==> src/rtl/fc_argmax_collector.sv <==
// Running signed argmax over a multi-beat FC score stream, delivered through a
// single-entry result register. Define FC_ARGMAX_MARGIN_EN for second-max tracking and out_margin.
module fc_argmax_collector #(
    parameter int  BitSize       = 32,
    parameter int  LanesPerBeat  = 2,
    parameter int  BeatsPerImage = 4,
    localparam int NumClasses    = LanesPerBeat * BeatsPerImage,
    localparam int CW            = (NumClasses > 1) ? $clog2(NumClasses) : 1
) (
    input  logic                                 clk,
    input  logic                                 res_n,
    input  logic                                 in_valid,
    input  logic [LanesPerBeat-1:0][BitSize-1:0] in_data,
    input  logic                                 in_clear,
    input  logic                                 out_ready,
    output logic                                 out_valid,
    output logic [CW-1:0]                        out_class,
    output logic [BitSize-1:0]                   out_max,
`ifdef FC_ARGMAX_MARGIN_EN
    output logic [BitSize-1:0]                   out_margin,
`endif
    output logic                                 out_overflow
);

    localparam int BCW = (BeatsPerImage > 1) ? $clog2(BeatsPerImage) : 1;
    localparam logic [BCW-1:0] LastBeat = BCW'(BeatsPerImage - 1);

    typedef enum logic {IDLE, COLLECT} state_e;

    state_e                    state_q, state_d;
    logic [BCW-1:0]            beatCnt_q, beatCnt_d;
    logic signed [BitSize-1:0] runMax_q, runMax_d;
    logic [CW-1:0]             runIdx_q, runIdx_d;
    logic                      outValid_q, outValid_d;
    logic [CW-1:0]             outClass_q, outClass_d;
    logic [BitSize-1:0]        outMax_q, outMax_d;
    logic                      outOverflow_q, outOverflow_d;

    logic signed [BitSize-1:0] mergeMax, laneScore;
    logic [CW-1:0]             mergeIdx, laneIdx;
    logic                      beatTaken, lastBeat, loadResult;

`ifdef FC_ARGMAX_MARGIN_EN
    localparam logic signed [BitSize-1:0] MinScore = {1'b1, {(BitSize-1){1'b0}}};
    logic signed [BitSize-1:0] runSecond_q, runSecond_d, mergeSecond;
    logic [BitSize-1:0]        outMargin_q, outMargin_d, mergeMargin;
`endif

    // In IDLE lane 0 seeds the merge so nothing from the previous image leaks in;
    // strict greater-than keeps ties on the lowest class index.
    always_comb begin
        mergeMax  = runMax_q;
        mergeIdx  = runIdx_q;
        laneScore = '0;
        laneIdx   = '0;
`ifdef FC_ARGMAX_MARGIN_EN
        mergeSecond = runSecond_q;
`endif
        if (state_q == IDLE) begin
            mergeMax = $signed(in_data[0]);
            mergeIdx = '0;
`ifdef FC_ARGMAX_MARGIN_EN
            mergeSecond = MinScore;
`endif
        end
        for (int l = 0; l < LanesPerBeat; l++) begin
            laneScore = $signed(in_data[l]);
            laneIdx   = CW'(int'(beatCnt_q) * LanesPerBeat + l);
            if (state_q != IDLE || l != 0) begin
                if (laneScore > mergeMax) begin
`ifdef FC_ARGMAX_MARGIN_EN
                    mergeSecond = mergeMax;
`endif
                    mergeMax = laneScore;
                    mergeIdx = laneIdx;
                end
`ifdef FC_ARGMAX_MARGIN_EN
                else if (laneScore > mergeSecond) begin
                    mergeSecond = laneScore;
                end
`endif
            end
        end
    end

`ifdef FC_ARGMAX_MARGIN_EN
    assign mergeMargin = (NumClasses == 1) ? '0 : BitSize'(mergeMax - mergeSecond);
`endif

    assign beatTaken  = in_valid && !in_clear;
    assign lastBeat   = beatTaken && (beatCnt_q == LastBeat);
    assign loadResult = lastBeat && (!outValid_q || out_ready);

    always_comb begin
        state_d       = state_q;
        beatCnt_d     = beatCnt_q;
        runMax_d      = runMax_q;
        runIdx_d      = runIdx_q;
        outValid_d    = outValid_q;
        outClass_d    = outClass_q;
        outMax_d      = outMax_q;
        outOverflow_d = outOverflow_q;
`ifdef FC_ARGMAX_MARGIN_EN
        runSecond_d = runSecond_q;
        outMargin_d = outMargin_q;
`endif
        if (in_clear) begin
            state_d       = IDLE;
            beatCnt_d     = '0;
            outOverflow_d = 1'b0;
        end else if (in_valid) begin
            runMax_d = mergeMax;
            runIdx_d = mergeIdx;
`ifdef FC_ARGMAX_MARGIN_EN
            runSecond_d = mergeSecond;
`endif
            if (lastBeat) begin
                state_d   = IDLE;
                beatCnt_d = '0;
                if (!loadResult) begin
                    outOverflow_d = 1'b1;
                end
            end else begin
                state_d   = COLLECT;
                beatCnt_d = beatCnt_q + BCW'(1);
            end
        end

        // A load at the same edge as an accept keeps out_valid high with the new result.
        if (loadResult) begin
            outValid_d = 1'b1;
            outClass_d = mergeIdx;
            outMax_d   = mergeMax;
`ifdef FC_ARGMAX_MARGIN_EN
            outMargin_d = mergeMargin;
`endif
        end else if (outValid_q && out_ready) begin
            outValid_d = 1'b0;
        end
    end

    always_ff @(posedge clk or negedge res_n) begin
        if (!res_n) begin
            state_q       <= IDLE;
            beatCnt_q     <= '0;
            runMax_q      <= '0;
            runIdx_q      <= '0;
            outValid_q    <= 1'b0;
            outClass_q    <= '0;
            outMax_q      <= '0;
            outOverflow_q <= 1'b0;
`ifdef FC_ARGMAX_MARGIN_EN
            runSecond_q <= '0;
            outMargin_q <= '0;
`endif
        end else begin
            state_q       <= state_d;
            beatCnt_q     <= beatCnt_d;
            runMax_q      <= runMax_d;
            runIdx_q      <= runIdx_d;
            outValid_q    <= outValid_d;
            outClass_q    <= outClass_d;
            outMax_q      <= outMax_d;
            outOverflow_q <= outOverflow_d;
`ifdef FC_ARGMAX_MARGIN_EN
            runSecond_q <= runSecond_d;
            outMargin_q <= outMargin_d;
`endif
        end
    end

    assign out_valid    = outValid_q;
    assign out_class    = outClass_q;
    assign out_max      = outMax_q;
    assign out_overflow = outOverflow_q;
`ifdef FC_ARGMAX_MARGIN_EN
    assign out_margin   = outMargin_q;
`endif

endmodule

==> config.mk <==
export PLATFORM = sky130hd
export DESIGN_NAME = fc_argmax_collector
export DESIGN_NICKNAME = d
export VERILOG_FILES = /design/src/rtl/fc_argmax_collector.sv
export SDC_FILE = /design/constraint.sdc
export NUM_CORES = 1
export LEC_CHECK = 0
export CORE_MARGIN = 2
export CORE_UTILIZATION = 50
export CTS_CLUSTER_DIAMETER = 60
export DETAILED_ROUTE_END_ITERATION = 10
export HOLD_SLACK_MARGIN = 0.05
export PLACE_DENSITY_LB_ADDON = 0.15
export SLEW_MARGIN = 20
export SYNTH_ARGS = -nofsm -noshare
export SYNTH_HDL_FRONTEND = slang
export SYNTH_SLANG_ARGS = --single-unit
==> constraint.sdc <==
create_clock -name clk -period 6.49 [get_ports clk]
set_input_delay 1.298 -clock clk [delete_from_list [all_inputs] [get_ports clk]]
set_output_delay 1.298 -clock clk [all_outputs]
set_load 0.01 [all_outputs]
==> qor.txt <==
RSZ-0062 raised after global routing: no
Hold WS: 0.514 ns
Seq cells post-synth: 75
Required time worst endpoint: 6.78 ns
Syn-to-layout area delta: 24.6%
Number of nets with antenna violations after routing: 0
Synthesized area per cell: 9.09 sq um
Worst setup startpoint: in_data[14]
Reg2reg end: out_max[9]
Setup violators final: 0
Share of cells above drive strength 1: 0.0935
Initial DRT Pass Iterations: 5
Actual slew at the worst max-slew pin: 0.959 ns
Initial antenna violation count: 0
Worst R2R Path Depth: 22
Cts bufs inserted: 9
Initial DRC Count: 266
I/O Buffers: 105
P_leak: 2.91 nW
Kind of critical path: input pin to flip-flop
Clock skew: 0.0113 ns
FF-to-FF Start: state_q
N_diodes: 0
Post-DP HPWL: 10800 um
Top cell type's share of synthesized area: 0.339
Clock Path Buffers: 2
Largest net degree at the start of global routing: 76
Outcome: finished, final reports clean
# resized after CTS: 0
Commonest non-fill, non-tap cells in the layout: clkdlybuf4s50_1, nor2_1, dfrtp_1
# IOs: 106
Max-capacitance violation count: 0
Cell Area, Synth: 5540 sq um
RePlAce Congestion: 0.904
Setup bufs post-CTS: 0
Clock sinks: 75
F_max: 164 MHz
Post-route DRC violation count: 0
Starting Density: 0.511
Slew Viols, Final: 0
Vias in the first global route: 5163
Core ar.: 10800 sq um
Util after Layout: 0.637
Worst skew pair latency: 0.38 ns
Pwr dens: 316 nW/um^2
Grt ovf: 0
CP Capture Type: flip-flop
Vias per inst: 6.06
CP Max Fanout: 40
Drt wl/cell: 17.6 um
Synthesized instance count: 610
Htree depth: 3
CP Capture Point: out_max[9]
CTS tree: yes
Worst reg2reg setup slack: 1.08 ns
Worst path arrival time: 6.40 ns
Ys Warns: 0
# fillers: 952
Commonest non-fill, non-tap cell in the layout: clkdlybuf4s50_1
Vias: 5126
Die H: 109 um
Number of core rows: 38
Clk slew on worst S/H paths: 0.08 ns
Finished Cell Area: 6910 sq um
Yosys top cell by area: dfrtp_1
First-pass GRT wire length: 24700 um
Placed instance area: 6700 sq um
CTS Root Cell: clkbuf_8
Worst slew margin: 0.361
Die W: 109 um
Min Tclk post-route: 6.11 ns
Die outline area: 11900 sq um
Fin crit share: 0.941
Post-Syn Nets: 744
Detailed Route WL: 14900 um
HP Class: flip-flop to flip-flop
Peak VDD IR: 0.160 mV
Critical Path Start Type: input pin
Final #Nets: 835
Final Hold Fails: 0
Seq/Total Area, Yosys: 0.339
Synth area leaders: dfrtp_1, ha_1, a31oi_1
Yosys cell types: 47
Post-CTS Hold Fix Bufs: 0
GRT Util Overall: 0.262
-- power breakdown --
group	switching [mW]	internal [mW]	leakage [nW]
Sequential	0.0830	0.614	0.913
Clock	0.185	0.199	0.101
Combinational	0.603	0.500	1.89
Total	0.871	1.31	2.91
-- worst max-delay path: stages --
cell and delay [ns]:
clkdlybuf4s50_1 0.54, mux2i_1 0.11, ha_1 0.37, nand4_1 0.19, nor4_2 0.44, a21boi_0 0.24, o31ai_1 0.12, o2bb2ai_2 0.17
or2_2 0.32, buf_12 0.19, o21ai_0 0.22, ha_1 0.30, a21oi_1 0.16, o21a_1 0.13, o21ai_0 0.13, a2111oi_1 0.42
buf_4 0.18, a21o_1 0.12, and2_2 0.20, buf_12 0.20, o211ai_2 0.13, a31oi_1 0.21
-- how the worst min path moves through the flow --
stage                       startpoint           end  depth (start not counted)
after floorplan            runIdx_q[0]   runIdx_q[0]                          2
after global placement    out_overflow  out_overflow                          2
after detailed placement   runIdx_q[1]   runIdx_q[1]                          2
after CTS                  runIdx_q[1]   runIdx_q[1]                          2
after global routing      out_overflow  out_overflow                          2
final                     out_overflow  out_overflow                          2
-- routing by layer --
metal,global-route usage,up-vias,share of wire
met1,0.348,2476,0.45
li1,-,2489,-
met5,0,-,0
met3,0.0326,18,0.052
met2,0.445,143,0.48
met4,0.0877,0,0.016
-- metrics by stage --
stage                     power (mW)  setup TNS, ns  instances  setup slack (ns)
after floorplan                 1.39              0        610              1.15
after global placement          1.77              0        830             0.123
after detailed placement        1.80        -0.0695        830           -0.0205
after CTS                       2.19              0        846             0.351
after global routing            2.35              0        846            0.0243
final                           2.18              0        846             0.381
-- area by class of cell --
cell class | instances | area, sq um | share of cell area
Clock buffer | 14 | 163 | 0.0235
Clock inverter | 2 | 35.0 | 0.00507
Inverter | 5 | 18.8 | 0.00272
Multi-Input combinational cell | 491 | 3450 | 0.499
Sequential cell | 75 | 1880 | 0.272
Tap cell | 140 | 175 | 0.0254
Timing Repair Buffer | 119 | 1190 | 0.172
-- cell usage after synthesis, drive strengths merged --
library cell / count
a21boi: 3
nor2b: 4
o31ai: 2
buf: 15
nand2b: 1
nor2: 77
a41oi: 1
nand3b: 1
o221ai: 1
nor4: 4
mux2i: 33
a21oi: 30
o21a: 5
a211oi: 1
a2111oi: 1
inv: 5
a21o: 7
a221o: 2
o21bai: 1
dfrtp: 75
ha: 65
or2b: 1
and4: 1
nand4: 13
and4bb: 1
nand2: 48
nand3: 8
clkbuf: 24
or2: 2
o211ai: 34
a31oi: 67
nor4b: 1
and2: 1
or3: 1
o21ai: 71
o2bb2ai: 3
-- registers in the layout, indices dropped and copies added (netlist names) --
register and count:
runIdx_q 3, runMax_q 32, state_q 1, out_overflow 1, beatCnt_q 2, out_max 32, out_valid 1, out_class 3
-- cell families (layout without fill, tap and decap cells) --
kind of cell / after synthesis / after routing / synth area share
AO/OA/AOI/OAI: 229 / 229 / 0.281
adder cells (fa/ha/maj): 65 / 65 / 0.147
buffers and inverters: 44 / 140 / 0.0442
flip-flops: 75 / 75 / 0.339
multiplexers: 33 / 33 / 0.0596
AND/OR/NAND/NOR: 164 / 164 / 0.129
Power figures use the tool's default switching activity.
